### src/rtl/mux16_pkg.sv
// Shared constants for the 16-bit two-channel stream merge: default width,
// channel index encoding and holding-register state encoding.
package mux16_pkg;

    localparam int DATA_W_DFLT = 16;

    localparam logic CH_A = 1'b0;
    localparam logic CH_B = 1'b1;

    typedef enum logic {
        ST_EMPTY = 1'b0,
        ST_FULL  = 1'b1
    } state_t;

endpackage

### src/rtl/rr_arb2.sv
// Two-requester round-robin grant, purely combinational.
// On contention the requester that was not granted last time wins.
module rr_arb2
    import mux16_pkg::*;
(
    input  logic [1:0] req,
    input  logic       last,
    output logic [1:0] grant
);

    always_comb begin
        grant = 2'b00;
        if (req[0] && req[1]) begin
            grant = (last == CH_A) ? 2'b10 : 2'b01;
        end else begin
            grant = req;
        end
    end

endmodule

### src/rtl/mux16_stream_arbiter.sv
// Round-robin merge of two valid/ready streams into one registered, tagged output.
// Optional out_parity port when MUX16_STREAM_PARITY_EN is defined.
//
// state    | meaning
// ST_EMPTY | holding register empty, out_valid = 0
// ST_FULL  | holding register holds a word, out_valid = 1
module mux16_stream_arbiter
    import mux16_pkg::*;
#(
    parameter int DATA_W     = mux16_pkg::DATA_W_DFLT,
    parameter bit RESET_LAST = 1'b1
) (
    input  logic              clk,
    input  logic              rst_n,
    input  logic [DATA_W-1:0] a_data,
    input  logic              a_valid,
    output logic              a_ready,
    input  logic [DATA_W-1:0] b_data,
    input  logic              b_valid,
    output logic              b_ready,
    output logic [DATA_W-1:0] out_data,
    output logic              out_sel,
`ifdef MUX16_STREAM_PARITY_EN
    output logic              out_parity,
`endif
    output logic              out_valid,
    input  logic              out_ready
);

    state_t      state;
    logic        last_grant;
    logic [1:0]  grant;
    logic        can_load;
    logic        load;

    rr_arb2 u_arb (
        .req   ({b_valid, a_valid}),
        .last  (last_grant),
        .grant (grant)
    );

    assign out_valid = (state == ST_FULL);
    assign can_load  = (state == ST_EMPTY) | (out_valid & out_ready);

    // Ready is also held low while reset is asserted so nothing is accepted then.
    assign a_ready = rst_n & can_load & grant[0];
    assign b_ready = rst_n & can_load & grant[1];
    assign load    = (a_valid & a_ready) | (b_valid & b_ready);

    always_ff @(posedge clk or negedge rst_n) begin
        if (!rst_n) begin
            state      <= ST_EMPTY;
            out_data   <= '0;
            out_sel    <= CH_A;
            last_grant <= RESET_LAST;
        end else if (load) begin
            state      <= ST_FULL;
            out_data   <= grant[1] ? b_data : a_data;
            out_sel    <= grant[1] ? CH_B : CH_A;
            last_grant <= grant[1] ? CH_B : CH_A;
        end else if (out_valid && out_ready) begin
            state <= ST_EMPTY;
        end
    end

`ifdef MUX16_STREAM_PARITY_EN
    always_ff @(posedge clk or negedge rst_n) begin
        if (!rst_n) begin
            out_parity <= 1'b0;
        end else if (load) begin
            out_parity <= grant[1] ? ^b_data : ^a_data;
        end
    end
`endif

endmodule

### config.mk
export PLATFORM = sky130hd
export DESIGN_NAME = mux16_stream_arbiter
export DESIGN_NICKNAME = d
export VERILOG_FILES = /design/src/rtl/mux16_pkg.sv /design/src/rtl/rr_arb2.sv /design/src/rtl/mux16_stream_arbiter.sv
export SDC_FILE = /design/constraint.sdc
export NUM_CORES = 1
export LEC_CHECK = 0
export CELL_PAD_IN_SITES_DETAIL_PLACEMENT = 2
export CELL_PAD_IN_SITES_GLOBAL_PLACEMENT = 2
export CORE_MARGIN = 2
export CORE_UTILIZATION = 20
export DETAILED_ROUTE_END_ITERATION = 8
export PLACE_DENSITY = 0.84
export SYNTH_ARGS = -nofsm -noshare
export SYNTH_HDL_FRONTEND = slang
export SYNTH_SLANG_ARGS = --single-unit
export TNS_END_PERCENT = 30
### constraint.sdc
create_clock -name clk -period 1.3 [get_ports clk]
set_input_delay 0.26 -clock clk [delete_from_list [all_inputs] [get_ports clk]]
set_output_delay 0.26 -clock clk [all_outputs]
set_load 0.005 [all_outputs]
==> results by group, run 1 <==
Placement
  • Dpl cell area: 1690 sq um
  • Gpl congestion: 0.756
  • Input/output buffers: 56
  • Hpwl dp: 3100 um
  • Pre-CTS worst setup slack: -0.598 ns
  • DP Cell Count: 216

Run status
  • Status: finished with violations
  • Failing checks: setup timing

STA
  • Fin crit share: 116%
  • Final Max Tran Viols: 0
  • Worst Skew: about 0.0018 ns
  • Hold WS: ~0.086 ns
  • Achievable frequency: 663 MHz
  • Worst-margin pin slew: roughly 0.35 ns
  • Tmin final: around 1.5 ns
  • RSZ-0062 raised after global routing: yes
  • Relative slew slack: between 70% and 80%
  • Setup TNS: -0.637 ns
  • Final Hold Fails: 0
  • Final setup margin: -0.207 ns
  • Final Setup Violations: 18

Global route
  • First-pass GRT wire length: 6780 um
  • Initial antenna violation count: 0
  • Largest net degree at the start of global routing: 33
  • Overflow after GRT: 0
  • Global Route Usage Sum: 14.5%
  • Vias in the first global route: 1,196

Yosys
  • Biggest area consumer among synthesized cells: dfrtp_1
  • Synth Area per Inst: around 12 sq um
  • Seq/Total Area, Yosys: 45.0%
  • Top post-synthesis cells by area: dfrtp_1, o221a_1, nand4_1
  • Post-Syn Nets: roughly 130
  • Post-synth top area share: between 40% and 50%
  • Gate Count Post-Synth: 91
  • Synthesis-stage register bit count: 19
  • Yosys warning count: 0
  • Synthesized cell area: roughly 1100 sq um
  • Yosys cell types: 20

Clocking
  • Clk root buf: clkbuf_8
  • CTS tree: yes
  • H-Tree Depth: 1
  • CTS clk-pin slew, worst paths: 0.07 ns
  • CTS Buf Count: 3
  • Clk sinks: 19
  • Worst-Skew Late Latency: about 0.26 ns
  • Clock tree buffer depth: 2

Die
  • Die area: 5890 sq um
  • Top Ports: 57
  • Die Wd: 76.8 um
  • Chip height: 76.8 um
  • Cell row count: 26
  • Initial core utilization: 20.7%
  • Core ar.: 5110 sq um

Routing
  • Vias: around 1,100
  • WL/cell: 18.6 um
  • Starting DRT DRC Count: 57
  • DR pass1 iterations: 4
  • Detail Route Antenna Nets: 0
  • Routed WL: approximately 4300 um
  • Via density per instance: 4.79
  • DRC Markers: 0

Hold path
  • Worst min path class: input pin to async pin

Critical path
  • Crit start category: flip-flop
  • CP endpoint kind: output pin
  • Crit Path Class: flip-flop to output pin
  • Critical Path RT: 1.04 ns
  • WP data arrival: 1.25 ns
  • Crit-path max FO: 2
  • Setup slack, reg-to-reg: -0.04 ns

Final layout
  • Share of post-route cells with drive strength above 1: 21.7%
  • Area delta synth->final: 74.8%
  • Post-route cell area: 1850 sq um
  • Post-Route Utilization: 36.2%
  • # fillers: 553
  • Number of diodes: 0
  • # nets final: just under 200
  • Fin cells: 231

Power and ir drop
  • Pwr Density: 1070 nW/um^2
  • Static leakage: 0.721 nW
  • Max IR drop VDD: 0.327 mV
  • Pwr Total: 1.98 mW

Run
  • Maximum Capacitance Violations: 0
-- power breakdown --
group          switching [mW]  internal, mW
Sequential             0.0857         0.724
Clock                   0.205         0.218
Combinational           0.299         0.450
-- Yosys cell counts --
| master | n |
|---|---|
| nor2_1 | 1 |
| nor2b_1 | 16 |
| nand2_1 | 1 |
| a41oi_1 | 1 |
| o211ai_1 | 1 |
| inv_2 | 1 |
| o211a_2 | 1 |
| buf_6 | 6 |
| a31oi_1 | 2 |
| nand4_4 | 1 |
| clkbuf_1 | 2 |
| dfrtp_1 | 18 |
| nand2_4 | 1 |
| nand2b_1 | 1 |
| nand2b_4 | 1 |
| dfstp_2 | 1 |
| nand4_1 | 16 |
| o221a_1 | 16 |
| and4_1 | 1 |
| buf_2 | 3 |
-- sequential cells by signal, summed over array words and instances, names as in the netlist --
register,count
out_valid,1
last_grant,1
out_sel,1
out_data,16
-- routing by layer --
layer	global-route usage [%]	routed length, um
met1	18.6	1780
met2	25.4	2240
met3	2.12	198
met4	4.00	80
met5	0	0
-- path summary, 6_finish.rpt --
| check | from | to | depth (start not counted) |
|---|---|---|---|
| max in group asynchronous | rst_n | out_valid | 3 |
| worst max-delay path | last_grant | a_ready | 3 |
| worst max register to register | out_valid | out_data[2] | 5 |
| min in group clk | rst_n | last_grant | 3 |
| worst min-delay path | rst_n | out_data[0] | 2 |
| worst min register to register | out_sel | out_sel | 2 |
-- cells in the final DEF (no fill, tap or decap), drive strengths merged, types with 2 or more instances in the layout --
master	n
o221a	16
dfrtp	18
buf	23
nor2b	16
a31oi	2
dlygate4sd2	20
clkdlybuf4s50	32
nand2b	2
nand2	2
clkbuf	4
o211a	2
nand4	17
-- worst max-delay path, cell delays in order, from the launching register on --
cell and delay (ns):
dfstp_2 0.55, nand2b_4 0.13, and4_4 0.21, buf_6 0.09
-- what timing repair did --
action                     CTS  global route
pin swaps                    4             8
gates cloned                 2             0
gates resized for setup     39             6
setup endpoints to repair   36            18
setup buffers                3             8
hold buffers                 1             0
hold endpoints to repair     2             0
-- logic make-up after synthesis --
family / count (synthesis) / synth area share, %
AO/OA/AOI/OAI: 21 / 20.7
AND/OR/NAND/NOR: 39 / 25.4
buffers and inverters: 12 / 8.86
flip-flops: 19 / 45.0
-- final cells by class --
type / instances / area, sq um / share of cell area (%)
Tap cell: 70 / 87.6 / 4.73
Inverter: 1 / 3.75 / 0.203
Timing Repair Buffer: 76 / 714 / 38.6
Clock buffer: 4 / 45.0 / 2.43
Multi-Input combinational cell: 61 / 523 / 28.3
Sequential cell: 19 / 477 / 25.8
Note: power is estimated with default switching activity, not from simulation.
==> inputs of run 2 (changes only) <==
- CAP_MARGIN: unset -> 20
==> results of run 2 <==
The final DEF is identical to that of run 1; final timing and power are the same.
==> RTL edit (flow settings as in run 2) <==
Change the parameter `RESET_LAST` from 1'b1 to 1'b0.
--- a/src/rtl/mux16_stream_arbiter.sv
+++ b/src/rtl/mux16_stream_arbiter.sv
@@ -8,7 +8,7 @@
     import mux16_pkg::*;
 #(
     parameter int DATA_W     = mux16_pkg::DATA_W_DFLT,
-    parameter bit RESET_LAST = 1'b1
+    parameter bit RESET_LAST = 1'b0
 ) (
     input  logic              clk,
     input  logic              rst_n,
Formal check against the unedited RTL: not equivalent (a bounded check fails within 4 cycles, from zero or initial values and one cycle with rst_n low).
==> RTL edit against run 2 <==
  * The run still ends with negative setup slack left
  * Count of clock-buffer cells in the layout is the same
  * Wire length shrank 18%
  * Register-to-register slack lost 30 ps
  * Area after synthesis shrank 16%
  * Total power shrank 5.2%
  * Fmax grew 9.7%
  * Sequential cell count shrank 1
  * Final area shrank 12%
  * Largest cell class unchanged
  * Setup slack gained 130 ps
==> RTL edit: results (changes against run 2) <==
| Metric | Value |
|---|---|
| Synth unique cells | 12 (was 20) |
| Power Density | 1156 mW/mm^2 (was 1071 mW/mm^2) |
| Reg2reg end | out_data[6] (was out_data[2]) |
| Status | finished with violations (unchanged) |
| Failing checks | negative setup slack (unchanged) |
| Top cells by count, synth | inv_1, dfrtp_1, a222oi_1 (was dfrtp_1, nand4_1, nor2b_1, o221a_1, buf_6) |
| Routability cong. | 0.7505 (was 0.7559) |
| Largest net degree at the start of global routing | 17 (was 33) |
| Placed wire-length estimate | 2.662 mm (was 3.098 mm) |
| Dpl ws | -590.4 ps (was -598.2 ps) |
| Setup ws final | -73.55 ps (was -207.4 ps) |
| Via count | 950 (was 1106) |
| Number of global-route vias before repair | 1105 (was 1196) |
| Clk. pwr | 473 uW (was 424 uW) |
| Endpoints failing setup | 7 (was 18) |
| Max FO, Critical Path | 3 (was 2) |
| Final setup TNS | -252.8 ps (was -636.5 ps) |
| Psw | 533.9 uW (was 589.8 uW) |
| Critical R2R Launch | out_sel (was out_valid) |
| Post-place instance area | 0.001553 sq mm (was 0.001687 sq mm) |
| Wire per inst | 16.45 um (was 18.58 um) |
| WP data arrival | 1110 ps (was 1250 ps) |
| First-pass GRT wire length | 5.444 mm (was 6.782 mm) |
| DR iter-0 viols | 89 (was 57) |
| Syn_nets | 132 (was 128) |
| Number of fillers in the final layout | 485 (was 553) |
| Fin Clk Skew | 3.792 ps (was 1.817 ps) |
| Worst reg2reg path depth | 3 (was 5) |
| Layout cell share with drive strength beyond 1 | 0.1411 (was 0.2174) |
| Nets@finish | 201 (was 199) |
| Top post-synthesis cells by area | dfrtp_1, inv_1, a222oi_1 (was dfrtp_1, o221a_1, nand4_1) |
| Total GRT Usage | 0.1403 (was 0.1453) |
==> RTL edit: cell count changes after synthesis, sizes merged, moves of 5 or more <==
cell / change
a222oi: +16
buf: -5
inv: +48
nand4: -17
nor2b: -16
o221a: -16
==> RTL edit: per-layer routing <==
layer / share of wire / routed length, um / track usage
met5: 0 / 0 / 0
met4: 0 / 0 / 0.05241
met3: 0.040 / 140 / 0.008547
met2: 0.57 / 2004 / 0.2642
met1: 0.39 / 1391 / 0.1671
==> RTL edit: what timing repair did <==
item / 4_1_cts / 5_1_grt
gates resized for setup: 37 / 4
endpoints found under the setup margin: 37 / 18
pin swaps: 16 / 1
setup buffers: 1 / 2
hold buffers: 0 / 0
==> RTL edit: worst max-delay path by stage <==
stage | startpoint | endpoint | slack (ps) | cells past startpoint
finish | out_valid | a_ready | -70 | 3
global route | out_valid | out_data[6] | -160 | 5
CTS | out_valid | out_data[6] | -100 | 5
detailed placement | rst_n | out_data[8] | -590 | 5
global placement | out_ready | b_ready | -550 | 4
floorplan | out_sel | out_data[10] | 30 | 3
==> RTL edit: metrics by stage <==
step                      hold slack [ps]  utilization  cells
after global routing                207.4       0.3759    215
after CTS                           166.3       0.3701    213
after detailed placement            543.5       0.3591    208
after floorplan                    -35.59            -     95
final                               193.2       0.3759    215
after global placement              527.4       0.3591    208
==> RTL edit: final cells by class <==
cell class,instances,share of cell area
repair buffers,68,0.3957
well taps,52,0.04003
multi-input cells,24,0.1401
flip-flops and latches,18,0.2771
inverters,49,0.1132
clock buffers,4,0.03387
==> RTL edit: critical path: stages (launching register included) <==
cell	delay, ps
dfrtp_1	410
nand2b_4	100
o2111a_2	230
buf_2	120
